## config.mk

```make
export PLATFORM = sky130hd
export DESIGN_NAME = segment_scan_ctrl_flat
export DESIGN_NICKNAME = d
export VERILOG_FILES = /design/src/rtl/segment_scan_ctrl_if.sv /design/src/rtl/segment_scan_ctrl.sv /design/src/flat_wrapper.sv
export SDC_FILE = /design/constraint.sdc
export NUM_CORES = 1
export LEC_CHECK = 0
export CAP_MARGIN = 20
export CORE_MARGIN = 2
export CORE_UTILIZATION = 55
export DETAILED_ROUTE_END_ITERATION = 10
export HOLD_SLACK_MARGIN = 0.03
export PLACE_DENSITY = 0.8
export SLEW_MARGIN = 20
export SYNTH_ARGS = -nofsm -noshare
export SYNTH_HDL_FRONTEND = slang
export SYNTH_SLANG_ARGS = --single-unit
```

## constraint.sdc

```tcl
create_clock -name i_clk -period 2.75 [get_ports i_clk]
set_clock_uncertainty 0.15 [all_clocks]
set_input_delay 0.6875 -clock i_clk [delete_from_list [all_inputs] [get_ports i_clk]]
set_output_delay 0.6875 -clock i_clk [all_outputs]
set_load 0.01 [all_outputs]
```

## src/rtl/segment_scan_ctrl_if.sv

```systemverilog
// Load/display bundle between the number source, the scan controller and the board pins.
// The master drives the value, strobe and options; the slave drives the segment and anode pins.
interface segment_scan_ctrl_if #(
   parameter int DIGITS = 4
);
   logic [4*DIGITS-1:0] i_val;
   logic                i_load;
   logic [DIGITS-1:0]   i_dp;
   logic                i_lz_en;
   logic [6:0]          o_seg;
   logic                o_dp;
   logic [DIGITS-1:0]   o_an;
   logic                o_frame;

   modport master (
      output i_val, i_load, i_dp, i_lz_en,
      input  o_seg, o_dp, o_an, o_frame
   );

   modport slave (
      input  i_val, i_load, i_dp, i_lz_en,
      output o_seg, o_dp, o_an, o_frame
   );
endinterface

```

## src/rtl/segment_scan_ctrl.sv

```systemverilog
// Multiplexed common-anode 7-segment scanner; all pins registered, one slot per digit.
// A load is held in a shadow and shown from the next frame wrap; the strobe is never stalled.
module segment_scan_ctrl #(
   parameter int DIGITS   = 4,
   parameter int TICK_DIV = 50000,
   parameter int BLANK    = 16
) (
   input  logic               i_clk,
   input  logic               i_rst_n,
   segment_scan_ctrl_if.slave bus
);
   localparam int CW = (TICK_DIV > 1) ? $clog2(TICK_DIV) : 1;
   localparam int IW = (DIGITS > 1) ? $clog2(DIGITS) : 1;
   localparam logic [CW-1:0] CNT_LAST = CW'(TICK_DIV - 1);
   localparam logic [IW-1:0] IDX_LAST = IW'(DIGITS - 1);

   typedef enum logic {ST_BLANK, ST_SHOW} state_t;

   state_t              state;
   state_t              state_nxt;
   logic [CW-1:0]       cnt;
   logic [IW-1:0]       idx;
   logic [4*DIGITS-1:0] shadow_val;
   logic [4*DIGITS-1:0] active_val;
   logic [DIGITS-1:0]   shadow_dp;
   logic [DIGITS-1:0]   active_dp;
   logic                slot_end;
   logic                frame_wrap;
   logic                in_blank;
   logic                zero_run;
   logic [DIGITS-1:0]   suppress;
   logic [3:0]          cur_digit;
   logic                cur_dp;
   logic                cur_supp;
   logic [DIGITS-1:0]   an_nxt;
   logic [6:0]          seg_nxt;
   logic                dp_nxt;

   function automatic logic [6:0] seg_decode(input logic [3:0] d);
      case (d)
         4'd0:    seg_decode = 7'b1000000;
         4'd1:    seg_decode = 7'b1111001;
         4'd2:    seg_decode = 7'b0100100;
         4'd3:    seg_decode = 7'b0110000;
         4'd4:    seg_decode = 7'b0011001;
         4'd5:    seg_decode = 7'b0010010;
         4'd6:    seg_decode = 7'b0000010;
         4'd7:    seg_decode = 7'b1111000;
         4'd8:    seg_decode = 7'b0000000;
         4'd9:    seg_decode = 7'b0010000;
         default: seg_decode = 7'b1111111;
      endcase
   endfunction

   // cnt/idx name the position that the next edge puts on the pins.
   assign slot_end   = (cnt == CNT_LAST);
   assign frame_wrap = slot_end && (idx == IDX_LAST);

   generate
      if (BLANK == 0) begin : g_noblank
         assign in_blank = 1'b0;
      end else begin : g_blank
         assign in_blank = (cnt < CW'(BLANK));
      end
   endgenerate

   always_ff @(posedge i_clk or negedge i_rst_n) begin
      if (!i_rst_n) begin
         cnt <= '0;
         idx <= '0;
      end else if (slot_end) begin
         cnt <= '0;
         idx <= (idx == IDX_LAST) ? '0 : idx + 1'b1;
      end else begin
         cnt <= cnt + 1'b1;
      end
   end

   // A load on the wrap edge bypasses the shadow so it is not a frame late.
   always_ff @(posedge i_clk or negedge i_rst_n) begin
      if (!i_rst_n) begin
         shadow_val <= '0;
         shadow_dp  <= '0;
         active_val <= '0;
         active_dp  <= '0;
      end else begin
         if (bus.i_load) begin
            shadow_val <= bus.i_val;
            shadow_dp  <= bus.i_dp;
         end
         if (frame_wrap) begin
            active_val <= bus.i_load ? bus.i_val : shadow_val;
            active_dp  <= bus.i_load ? bus.i_dp  : shadow_dp;
         end
      end
   end

   always_comb begin
      zero_run = bus.i_lz_en;
      suppress = '0;
      for (int k = DIGITS - 1; k >= 1; k--) begin
         zero_run    = zero_run && (active_val[4*k +: 4] == 4'd0);
         suppress[k] = zero_run;
      end
   end

   always_comb begin
      cur_digit = 4'd0;
      cur_dp    = 1'b0;
      cur_supp  = 1'b0;
      for (int k = 0; k < DIGITS; k++) begin
         if (idx == IW'(k)) begin
            cur_digit = active_val[4*k +: 4];
            cur_dp    = active_dp[k];
            cur_supp  = suppress[k];
         end
      end
   end

   always_ff @(posedge i_clk or negedge i_rst_n) begin
      if (!i_rst_n) begin
         state <= ST_BLANK;
      end else begin
         state <= state_nxt;
      end
   end

   always_comb begin
      state_nxt = in_blank ? ST_BLANK : ST_SHOW;
      an_nxt    = '1;
      seg_nxt   = 7'b1111111;
      dp_nxt    = 1'b1;
      if (state_nxt == ST_SHOW) begin
         for (int k = 0; k < DIGITS; k++) begin
            if (idx == IW'(k)) begin
               an_nxt[k] = 1'b0;
            end
         end
         seg_nxt = cur_supp ? 7'b1111111 : seg_decode(cur_digit);
         dp_nxt  = ~cur_dp;
      end
   end

   always_ff @(posedge i_clk or negedge i_rst_n) begin
      if (!i_rst_n) begin
         bus.o_an    <= '1;
         bus.o_seg   <= 7'b1111111;
         bus.o_dp    <= 1'b1;
         bus.o_frame <= 1'b0;
      end else begin
         bus.o_an    <= an_nxt;
         bus.o_seg   <= seg_nxt;
         bus.o_dp    <= dp_nxt;
         bus.o_frame <= frame_wrap;
      end
   end
endmodule

```

## src/flat_wrapper.sv

```systemverilog
// flat-port wrapper written by rule: the top's interface ports become plain ports
module segment_scan_ctrl_flat 
#(
   parameter int DIGITS   = 4,
   parameter int TICK_DIV = 50000,
   parameter int BLANK    = 16
)
  (i_clk, i_rst_n, bus_i_val, bus_i_load, bus_i_dp, bus_i_lz_en, bus_o_seg, bus_o_dp, bus_o_an, bus_o_frame);
  segment_scan_ctrl_if #(.DIGITS(DIGITS)) bus_i ();
  input  logic i_clk;
  input  logic i_rst_n;
  input wire logic [$bits(bus_i.i_val)-1:0] bus_i_val;
  input wire logic [$bits(bus_i.i_load)-1:0] bus_i_load;
  input wire logic [$bits(bus_i.i_dp)-1:0] bus_i_dp;
  input wire logic [$bits(bus_i.i_lz_en)-1:0] bus_i_lz_en;
  output wire logic [$bits(bus_i.o_seg)-1:0] bus_o_seg;
  output wire logic [$bits(bus_i.o_dp)-1:0] bus_o_dp;
  output wire logic [$bits(bus_i.o_an)-1:0] bus_o_an;
  output wire logic [$bits(bus_i.o_frame)-1:0] bus_o_frame;
  assign bus_i.i_val = bus_i_val;
  assign bus_i.i_load = bus_i_load;
  assign bus_i.i_dp = bus_i_dp;
  assign bus_i.i_lz_en = bus_i_lz_en;
  assign bus_o_seg = bus_i.o_seg;
  assign bus_o_dp = bus_i.o_dp;
  assign bus_o_an = bus_i.o_an;
  assign bus_o_frame = bus_i.o_frame;
  segment_scan_ctrl #(.DIGITS(DIGITS), .TICK_DIV(TICK_DIV), .BLANK(BLANK)) u_core (.i_clk(i_clk), .i_rst_n(i_rst_n), .bus(bus_i));
endmodule
```

=== Word level (Yosys, flattened, before mapping) ===
Memories as Yosys holds them, arrays and structs flattened.
Cells that the tools add are included.

* Register bits: 71
* ROM bits: 112
* Logic and storage cells: 50
* Memories: 1

* Add/sub/neg operators: 2
* Order comparisons: 1
* Eq/ne operators: 4
* Mux-type cells: 23
* Bitwise operators: 1
* Reductions and logical operators: 8

{| class="wikitable"
|+ Memories
! memory !! words !! width !! rd ports !! clocked after memory_dff !! wr ports !! line !! text
|-
| (no name shown) || 16 || 7 || 1 || 0 || 0 || segment_scan_ctrl.sv:40 || <nowiki>case (d)</nowiki>
|}

{| class="wikitable"
|+ Operator list
! cell !! number
|-
| 16-bit 2-to-1 mux || 2
|-
| 4-bit 2-to-1 mux || 6
|-
| 16-bit by 1-bit adder with 16-bit output (second input constant) || 1
|-
| 16-bit == test (second input constant) || 1
|-
| 16-bit by 5-bit less-than comparator with 1-bit output (second input constant) || 1
|-
| 7-bit 2-to-1 mux || 2
|-
| 4-bit zero test || 3
|-
| 1-bit 2-to-1 mux || 12
|-
| 2-bit == test (second input constant) || 2
|-
| 1-bit logical AND || 4
|-
| 2-bit by 1-bit adder with 2-bit output (second input constant) || 1
|-
| 2-bit by 1-bit == test with 1-bit output (second input constant) || 1
|-
| 2-bit zero test || 1
|-
| 2-bit 2-to-1 mux || 1
|-
| 1-bit inverter || 1
|}

=== Logic depth before layout (Yosys ltp) ===
Gate-level depths: netlist of run 1.

* Depth after elaboration: 9
* Depth in mapped cells: 11
* Gate-level depth less buffers: 10

=== Worst setup path before layout of run 1 ===
Ideal clock, no wire load.

* Kind: flip-flop to flip-flop
* Start: register u_core.cnt[12]
* End: register u_core.idx[0]
* Library setup time: 0.124 ns
* Arrival time: 1.913 ns
* Data required time: 2.476 ns
* Setup slack: 0.564 ns
* Cell stages (with the launch flop): 6
* Period minus slack after synthesis: 2.186 ns
* Cell sequence: dfrtp_1 > or4_4 > or4_4 > nor4_4 > buf_6 > mux2i_1

* Cells in the longest elaborated chain, start to end: 1

{| class="wikitable"
|+ Ends and longest elaborated chain
! item !! line !! text
|-
| from (decl) || segment_scan_ctrl.sv:21 || <nowiki>logic [CW-1:0] cnt;</nowiki>
|-
| from (signal assigned) || segment_scan_ctrl.sv:75 || <nowiki>cnt <= cnt + 1'b1;</nowiki>
|-
| 16-bit == test || segment_scan_ctrl.sv:56 || <nowiki>assign slot_end = (cnt == CNT_LAST);</nowiki>
|-
| to (signal assigned) || segment_scan_ctrl.sv:73 || <nowiki>idx <= (idx == IDX_LAST) ? '0 : idx + 1'b1;</nowiki>
|-
| to (decl) || segment_scan_ctrl.sv:22 || <nowiki>logic [IW-1:0] idx;</nowiki>
|}

No other way between the ends.
A chain may end at the register's enable or synchronous reset.

=== Worst setup path in the final report of run 1 ===
Ends and elaborated chain as after synthesis.

==> impl_results.md, run 1 <==
* Outcome: finished, final reports clean
* Port Buffer Count at 36
* GR Util met1 at 27.4%
* Largest stage delay on the critical path at 0.54 ns
* WP buf/inv at 1
* Commonest cells after routing, fill and taps aside: dfrtp_1 (59), mux2_2 (40), clkdlybuf4s50_1 (35)
* Commonest non-fill, non-tap cell in the layout: dfrtp_1
* Synth Area per Inst at 12.2 um^2
* Power density cells at 568 mW/mm^2
* VDD IR max at 0.000391 V
* Critical-path cell list: or4_4 > or4_4 > nor4_4 > buf_4 > nand2_1 > mux2i_1
* Fin. Hold Viols at 0
* Hold slack at 0.212 ns
* Post-CTS Resized at 0
* Mux contribution to synthesized area at 14.8%
* Hpwl dp at 3.93 mm
* Largest net degree at the start of global routing at 44
* First-pass iteration count of the detailed router at 4
* Ys flop type: dfrtp_1
* WP data arrival at 2.55 ns
* Die Area at 0.00629 mm^2
* CTS buffer count at 9
* Final setup TNS at 0 ns
* CTS tree: done
* Grt ovf at 0
* WL per Instance at 14.6 um
* Synth unique cells at 40
* Min Clock Period, post-route at 2.44 ns
* Root Buffer Master: clkbuf_8
* Leakage at 1.65 nW
* RSZ-0062 raised after global routing: no
* Min-Delay Path Class: primary input to asynchronous set/reset pin
* Fillcell total at 413
* Core area at 0.00551 mm^2
* Worst Path Class, Setup: register to register
* Chip width at 79.3 um
* N_diodes at 0
* Vias in the first global route at 2060
* Measured slew at the worst slew-check pin at 0.654 ns
* Synth Area in Simple Gates at 14.4%
* Ports at 37
* Area Overhead vs Synth at 21.2%
* Total track usage at 19.8%
* Async set-or-reset flop fraction in the synthesized netlist at 100%
* GP Congestion at 0.899
* Final period utilization at 88.6%
* Crit path launch type: register
* Number of max-cap violations at 0
* Post-synthesis compound-gate area fraction at 5.05%
* Vias after detailed routing at 2089
* Final setup viols at 0
* Post-synth EDFFs at 0
* Max-slew headroom at 56.2%
* Die Y at 79.3 um
* Most common cell on crit path: or4_4
* F_max at 410 MHz
* Met2 Usage GRT at 29.7%
* Cts hold-fix bufs at 0
* Worst r2r src: u_core.cnt[12]$_DFF_PN0_
* Layout cell share with drive strength beyond 1 at 25.3%
* Post-CTS Setup Inserts at 0
* CTS H-tree depth at 3
* Main combinational cell family by area after synthesis: multiplexers
* Clock buffer depth at 2
* Worst-Skew Late Latency at 0.34 ns
* Worst endpoint required time at 2.87 ns
* Post-Syn Instances at 256
* Ys Warns at 0
* M3 GR Usage at 4.32%
* Worst Setup SP: u_core.cnt[12]$_DFF_PN0_
* Synthesized area at 0.00312 mm^2
* Max-slew violations at 0
* Initial Utilization at 56.7%
* Global route hottest layer: met2
* Row count at 27
* Crit path max-delay family: simple AND/OR/NAND/NOR gates
* First-pass GRT wire length at 9.47 mm
* 1st-iter DRT viols at 224
* Mapped Nets at 286
* Net count, final at 329
* Clock sinks at 71
* Register area share after synthesis at 57.4%
* CP max stage cell: or4_4
* CP Max Fanout at 8
* Adder-cell share of the synthesized area at 2.41%
* Initial antenna violation count at 0
* Worst setup EP type: register
* Reg clk slew, reported paths at 0.07 ns
* Vias/cell at 5.56
* Xor/xnor share of the synthesized area at 3.93%
* DRC viols at 0
* #FFs+latches synth at 71
* Final WL at 5.49 mm
* Detail Route Antenna Nets at 0
[kinds of logic after synthesis]
logic type,Yosys count
multiplexers,41
XOR/XNOR,14
AO/OA/AOI/OAI,24
adder cells (fa/ha/maj),6
AND/OR/NAND/NOR,85
flip-flops,71
buffers and inverters,15
[power breakdown]
| part | switching [mW] | internal [mW] | leakage [nW] |
|---|---|---|---|
| Clock | 0.381 | 0.466 | 0.105 |
| Sequential | 0.0211 | 1.11 | 0.868 |
| Combinational | 0.0747 | 0.100 | 0.676 |
[flip-flops by register name, summed over array words and instances (netlist names)]
register,count
u_core.bus.o_dp,1
u_core.cnt,16
u_core.active_val,16
u_core.bus.o_an,4
u_core.bus.o_frame,1
u_core.active_dp,4
u_core.shadow_dp,4
u_core.shadow_val,16
u_core.bus.o_seg,7
u_core.idx,2
[Yosys cell counts, types with 3 or more instances]
| cell | count | share of area, % |
|---|---|---|
| nand4_1 | 5 | 1.0 |
| nand3_1 | 6 | 0.96 |
| xor2_1 | 9 | 2.5 |
| mux2_2 | 40 | 14 |
| nand2_1 | 25 | 3.0 |
| dfstp_2 | 12 | 10 |
| nand2b_1 | 4 | 0.80 |
| nor3_1 | 6 | 0.96 |
| nor4_1 | 5 | 1.0 |
| nand3b_1 | 4 | 0.96 |
| ha_1 | 6 | 2.4 |
| dfrtp_1 | 59 | 47 |
| nor2_1 | 17 | 2.0 |
| inv_1 | 6 | 0.72 |
| a21oi_1 | 4 | 0.64 |
| o211ai_1 | 3 | 0.72 |
| o21ai_0 | 6 | 0.96 |
| xnor2_1 | 5 | 1.4 |
| clkbuf_1 | 7 | 0.84 |
[final cells by class]
type | count | area (um^2) | area share (%)
Sequential cell | 71 | 1790 | 47.4
Clock buffer | 11 | 151 | 4.00
Clock inverter | 5 | 56.3 | 1.49
Tap cell | 72 | 90.1 | 2.38
Timing Repair Buffer | 41 | 405 | 10.7
Multi-Input combinational cell | 170 | 1260 | 33.4
Inverter | 6 | 22.5 | 0.596
[per-layer routing]
| metal | share of wire, % | up-vias | wire length [um] |
|---|---|---|---|
| met5 | 0 | - | 0 |
| met4 | 2.4 | 0 | 129 |
| met3 | 5.2 | 13 | 286 |
| met2 | 45 | 62 | 2470 |
| met1 | 47 | 1027 | 2600 |
| li1 | - | 987 | - |
[worst paths after layout]
path | slack [ns] | endpoint | cells after the start
hold reg to reg | 0.34 | u_core.cnt[0]$_DFF_PN0_ | 1
setup / recovery | 0.31 | u_core.idx[0]$_DFFE_PN0N_ | 6
max in group asynchronous | 1.55 | u_core.bus.o_dp$_DFF_PN1_ | 2
min in group i_clk | 0.34 | u_core.cnt[0]$_DFF_PN0_ | 1
setup reg to reg | 0.31 | u_core.idx[0]$_DFFE_PN0N_ | 6
hold / removal | 0.21 | u_core.cnt[8]$_DFF_PN0_ | 1
[stage by stage]
stage / utilization [%] / setup slack [ns] / cell area [um^2] / std cells / power (mW)
global placement: 64.9 / 0.369 / 3570 / 360 / 1.32
global route: 68.7 / 0.135 / 3780 / 376 / 2.23
detailed placement: 64.9 / 0.320 / 3570 / 360 / 1.32
floorplan: - / 0.564 / 3120 / 256 / 1.23
CTS: 68.7 / 0.300 / 3780 / 376 / 2.17
finish: 68.7 / 0.314 / 3780 / 376 / 2.15
(Power assumes the default switching activity.)
==> run 2, diff against run 1 <==
--- a/config.mk
+++ b/config.mk
@@ -9,7 +9,6 @@
 export CORE_MARGIN = 2
-export CORE_UTILIZATION = 55
+export CORE_UTILIZATION = 30
 export DETAILED_ROUTE_END_ITERATION = 10
 export HOLD_SLACK_MARGIN = 0.03
-export PLACE_DENSITY = 0.8
-export SLEW_MARGIN = 20
+export PLACE_DENSITY = 0.49
 export SYNTH_ARGS = -nofsm -noshare
==> constraint.sdc (replaced) <==
create_clock -name i_clk -period 2.75 [get_ports i_clk]
set_clock_uncertainty 0.15 [all_clocks]
set_input_delay 0.55 -clock i_clk [delete_from_list [all_inputs] [get_ports i_clk]]
set_output_delay 0.55 -clock i_clk [all_outputs]
set_load 0.01 [all_outputs]
==> impl_results.md, run 2 (same netlist as run 1, synthesis figures left out) <==
* Largest stage delay on the critical path at 0.54 ns
* Min-Delay Path Class: primary input to asynchronous set/reset pin
* Finished Layout Cells at 442
* Min Clock Period, post-route at 2.38 ns
* Crit path launch type: register
* Largest registers: u_core.active_val (16), u_core.cnt (16), u_core.shadow_val (16)
* Net count, final at 331
* Outcome: finished, final reports clean
* Measured slew at the worst slew-check pin at 0.619 ns
* Worst endpoint required time at 2.83 ns
* CTS H-tree depth at 3
* Area Overhead vs Synth at 24.1%
* Row count at 37
* Final period utilization at 86.4%
* Layout Utilization at 37.9%
* Ports at 37
* CTS tree: done
* Worst setup EP type: register
* Vias/cell at 4.49
* Critical-path cell list: or4_4 > or4_4 > nor4_4 > buf_4 > nor2_1
* Final worst setup slack at 0.373 ns
* Total track usage at 11.9%
* RSZ-0062 raised after global routing: no
* Final setup viols at 0
* Vias after detailed routing at 1986
* Area after DPL at 0.00367 mm^2
* Detail Route Antenna Nets at 0
* First-pass GRT wire length at 10.2 mm
* GP Congestion at 0.792
* Die Y at 106 um
* Worst-Skew Late Latency at 0.34 ns
* Total Power at 2.18 mW
* WL per Instance at 13.5 um
* Reg clk slew, reported paths at 0.07 ns
* Clock sinks at 71
* Post-CTS Resized at 0
* Initial antenna violation count at 0
* Chip width at 106 um
* Grt ovf at 0
* Root Buffer Master: clkbuf_8
* Leakage at 1.66 nW
* 1st-iter DRT viols at 89
* FF+latch area at 0.00179 mm^2
* F_max at 421 MHz
* Multi-input combinational cell area at 0.00126 mm^2
* DRC viols at 0
* Clock buffer depth at 2
* Final WL at 5.97 mm
* Hold slack at 0.0820 ns
* Post-CTS Setup Inserts at 0
* Fin. Hold Viols at 0
* Die Area at 0.0112 mm^2
* WP data arrival at 2.46 ns
* CTS buffer count at 9
* Design Area, Final at 0.00387 mm^2
* Core area at 0.0102 mm^2
* Number of max-cap violations at 0
* Layout cell share with drive strength beyond 1 at 24.8%
* Cts hold-fix bufs at 0
* Place WS at 0.364 ns
* Worst Path Class, Setup: register to register
* N_diodes at 0
* Hpwl dp at 4.19 mm
* Fillcell total at 981
* Largest net degree at the start of global routing at 72
* Commonest cells after routing, fill and taps aside: dfrtp_1 (59), mux2_2 (40), clkdlybuf4s50_1 (35)
* Power density cells at 563 mW/mm^2
* Commonest non-fill, non-tap cell in the layout: dfrtp_1
* Final setup TNS at 0 ns
* Max-slew violations at 0
* First-pass iteration count of the detailed router at 4
* Most common cell on crit path: or4_4
* CP Max Fanout at 7
* Initial Utilization at 30.5%
* CP max stage cell: or4_4
* Port Buffer Count at 36
* VDD IR max at 0.000219 V
* Placed cell count at 426
* Max-slew headroom at 58.5%
* Vias in the first global route at 2063
==> run 2: cell count changes in the layout (fill, tap and decap cells not counted), sizes merged <==
cell	delta
clkbuf	+1
clkinvlp	-1
clkinv	-1
bufinv	+1
buf	+2
==> run 2: worst paths after layout <==
kind | from | endpoint | slack (ns) | cells after the start
worst min-delay path | i_rst_n | u_core.shadow_val[4]$_DFF_PN0_ | 0.08 | 2
worst max-delay path | u_core.cnt[12]$_DFF_PN0_ | u_core.cnt[3]$_DFF_PN0_ | 0.37 | 5
max in group asynchronous | i_rst_n | u_core.bus.o_an[3]$_DFF_PN1_ | 2.05 | 2
min in group i_clk | u_core.cnt[0]$_DFF_PN0_ | u_core.cnt[0]$_DFF_PN0_ | 0.34 | 1
worst min register to register | u_core.cnt[0]$_DFF_PN0_ | u_core.cnt[0]$_DFF_PN0_ | 0.34 | 1
worst max register to register | u_core.cnt[12]$_DFF_PN0_ | u_core.cnt[3]$_DFF_PN0_ | 0.37 | 5
==> run 2: worst max-delay path: cells and delay by family, from the launching register on <==
family / cells / cell delay, ns
DFF: 1 / 0.40
and+or+nand+nor: 4 / 1.51
buffers and inverters: 1 / 0.23
==> run 2: layout make-up <==
cell class,instances,area share (%)
clock buffers,12,3.49
clock inverters,4,1.81
inverters,6,0.581
multi-input cells,170,32.6
flip-flops and latches,71,46.3
well taps,136,4.39
repair buffers,43,10.9
==> run 2: report_power, final <==
group / total, mW / internal [mW] / switching (mW)
logic: 0.176 / 0.101 / 0.0752
clock network: 0.880 / 0.509 / 0.371
registers: 1.13 / 1.11 / 0.0200
==> run 2: metal layers <==
layer / part of all wire, % / track usage [%] / wire [um] / up-vias
met4: 1.4 / 4.79 / 86 / 0
met5: 0 / 0 / 0 / -
met3: 3.3 / 3.62 / 198 / 7
met2: 46 / 18.2 / 2770 / 26
li1: - / - / - / 994
met1: 49 / 15.8 / 2920 / 959
==> run 3, diff against run 2 <==
Clock period 2.75 ns to 2.5 ns, I/O delays scaled along.
==> impl_results.md, run 3 (same netlist as run 1, synthesis figures left out) <==
* Outcome: finished, final reports clean
* Reg clk slew, reported paths at 0.07 ns
* Detail Route Antenna Nets at 0
* Max-slew headroom at 65.0%
* Worst setup EP type: register
* Chip width at 106 um
* Final WL at 5.98 mm
* Measured slew at the worst slew-check pin at 0.522 ns
* Vias in the first global route at 2094
* CTS tree: done
* Port Buffer Count at 36
* Commonest cells after routing, fill and taps aside: dfrtp_1 (59), mux2_2 (40), clkdlybuf4s50_1 (35)
* 1st-iter DRT viols at 77
* Largest registers: u_core.active_val (16), u_core.cnt (16), u_core.shadow_val (16)
* Die Area at 0.0112 mm^2
* Finished Layout Cells at 445
* Root Buffer Master: clkbuf_8
* Vias/cell at 4.55
* WL per Instance at 13.4 um
* Leakage at 1.68 nW
* RSZ-0062 raised after global routing: no
* Number of max-cap violations at 0
* FF+latch area at 0.00179 mm^2
* Total track usage at 11.9%
* Net count, final at 334
* Hpwl dp at 4.16 mm
* Worst endpoint required time at 2.60 ns
* First-pass GRT wire length at 10.3 mm
* Ports at 37
* Design Area, Final at 0.00394 mm^2
* Area after DPL at 0.00369 mm^2
* Power density cells at 617 mW/mm^2
* DRC viols at 0
* WP data arrival at 2.38 ns
* Fin. Hold Viols at 0
* Min Clock Period, post-route at 2.28 ns
* Max-slew violations at 0
* Min-Delay Path Class: register to register
* Crit path launch type: register
* Clock sinks at 71
* VDD IR max at 0.000316 V
* Final setup viols at 0
* Fillcell total at 994
* Area Overhead vs Synth at 26.1%
* Grt ovf at 0
* Initial antenna violation count at 0
* Final setup TNS at 0 ns
* First-pass iteration count of the detailed router at 4
* Initial Utilization at 30.5%
* GP Congestion at 0.759
* Clock buffer depth at 2
* F_max at 439 MHz
* Final period utilization at 91.2%
* Commonest non-fill, non-tap cell in the layout: dfrtp_1
* Multi-input combinational cell area at 0.00128 mm^2
* CTS H-tree depth at 3
* Vias after detailed routing at 2025
* Total Power at 2.43 mW
* N_diodes at 0
* Largest net degree at the start of global routing at 72
* Row count at 37
* Die Y at 106 um
* Worst-Skew Late Latency at 0.34 ns
* CTS buffer count at 9
* CP Max Fanout at 7
* Placed cell count at 427
* Core area at 0.0102 mm^2
* Layout cell share with drive strength beyond 1 at 26.9%
* Worst Path Class, Setup: register to register
run 3: worst paths after layout:
| kind | depth (start not counted) | slack, ns | endpoint | startpoint |
|---|---|---|---|---|
| max in group asynchronous | 3 | 1.32 | u_core.bus.o_an[1]$_DFF_PN1_ | i_rst_n |
| setup / recovery | 9 | 0.22 | u_core.bus.o_seg[3]$_DFF_PN1_ | u_core.idx[0]$_DFFE_PN0N_ |
| min in group asynchronous | 3 | 0.57 | u_core.shadow_val[5]$_DFF_PN0_ | i_rst_n |
| hold / removal | 1 | 0.33 | u_core.cnt[0]$_DFF_PN0_ | u_core.cnt[0]$_DFF_PN0_ |
| setup reg to reg | 9 | 0.22 | u_core.bus.o_seg[3]$_DFF_PN1_ | u_core.idx[0]$_DFFE_PN0N_ |
| hold reg to reg | 1 | 0.33 | u_core.cnt[0]$_DFF_PN0_ | u_core.cnt[0]$_DFF_PN0_ |
run 3: per-layer routing:
| metal | routed length (um) | share of wire [%] | global-route usage (%) |
|---|---|---|---|
| met5 | 0 | 0 | 0 |
| met3 | 208 | 3.5 | 3.99 |
| met2 | 2830 | 47 | 18.7 |
| met1 | 2850 | 48 | 15.2 |
| met4 | 84 | 1.4 | 4.89 |
run 3: area by class of cell:
cell class,count,share of cell area [%]
clock inverter,4,1.78
multi-input combinational,170,32.5
clock buffer,12,3.69
sequential,71,45.5
tap,136,4.32
inverter,6,0.572
timing repair buffer,46,11.6
run 3: repair_timing:
item                                    in CTS  in global routing
resized for setup                            0                  4
endpoints found under the setup margin       0                  4
buffers inserted                             0                  1
hold endpoints to repair                    22                  0
hold buffers                                 1                  0
run 3: critical path: stages, from the launching register on:
cell      delay, ns
dfrtp_1        0.40
inv_1          0.12
ha_1           0.32
nand2b_1       0.16
o211ai_1       0.32
inv_1          0.12
ha_1           0.31
inv_1          0.04
o21ai_0        0.14
nand4_1        0.11
run 3: metrics by stage:
step	utilization (%)	worst slack [ns]	hold slack, ns
after floorplan	-	0.314	0.0544
after global placement	36.1	0.237	0.322
after detailed placement	36.1	0.166	0.335
after CTS	38.3	0.152	0.345
after global routing	38.5	0.0155	0.368
final	38.5	0.220	0.335
run 3: report_power, final:
group / total [mW] / switching, mW / internal [mW]
clock: 0.991 / 0.404 / 0.587
combinational: 0.199 / 0.0830 / 0.116
sequential: 1.24 / 0.0217 / 1.22
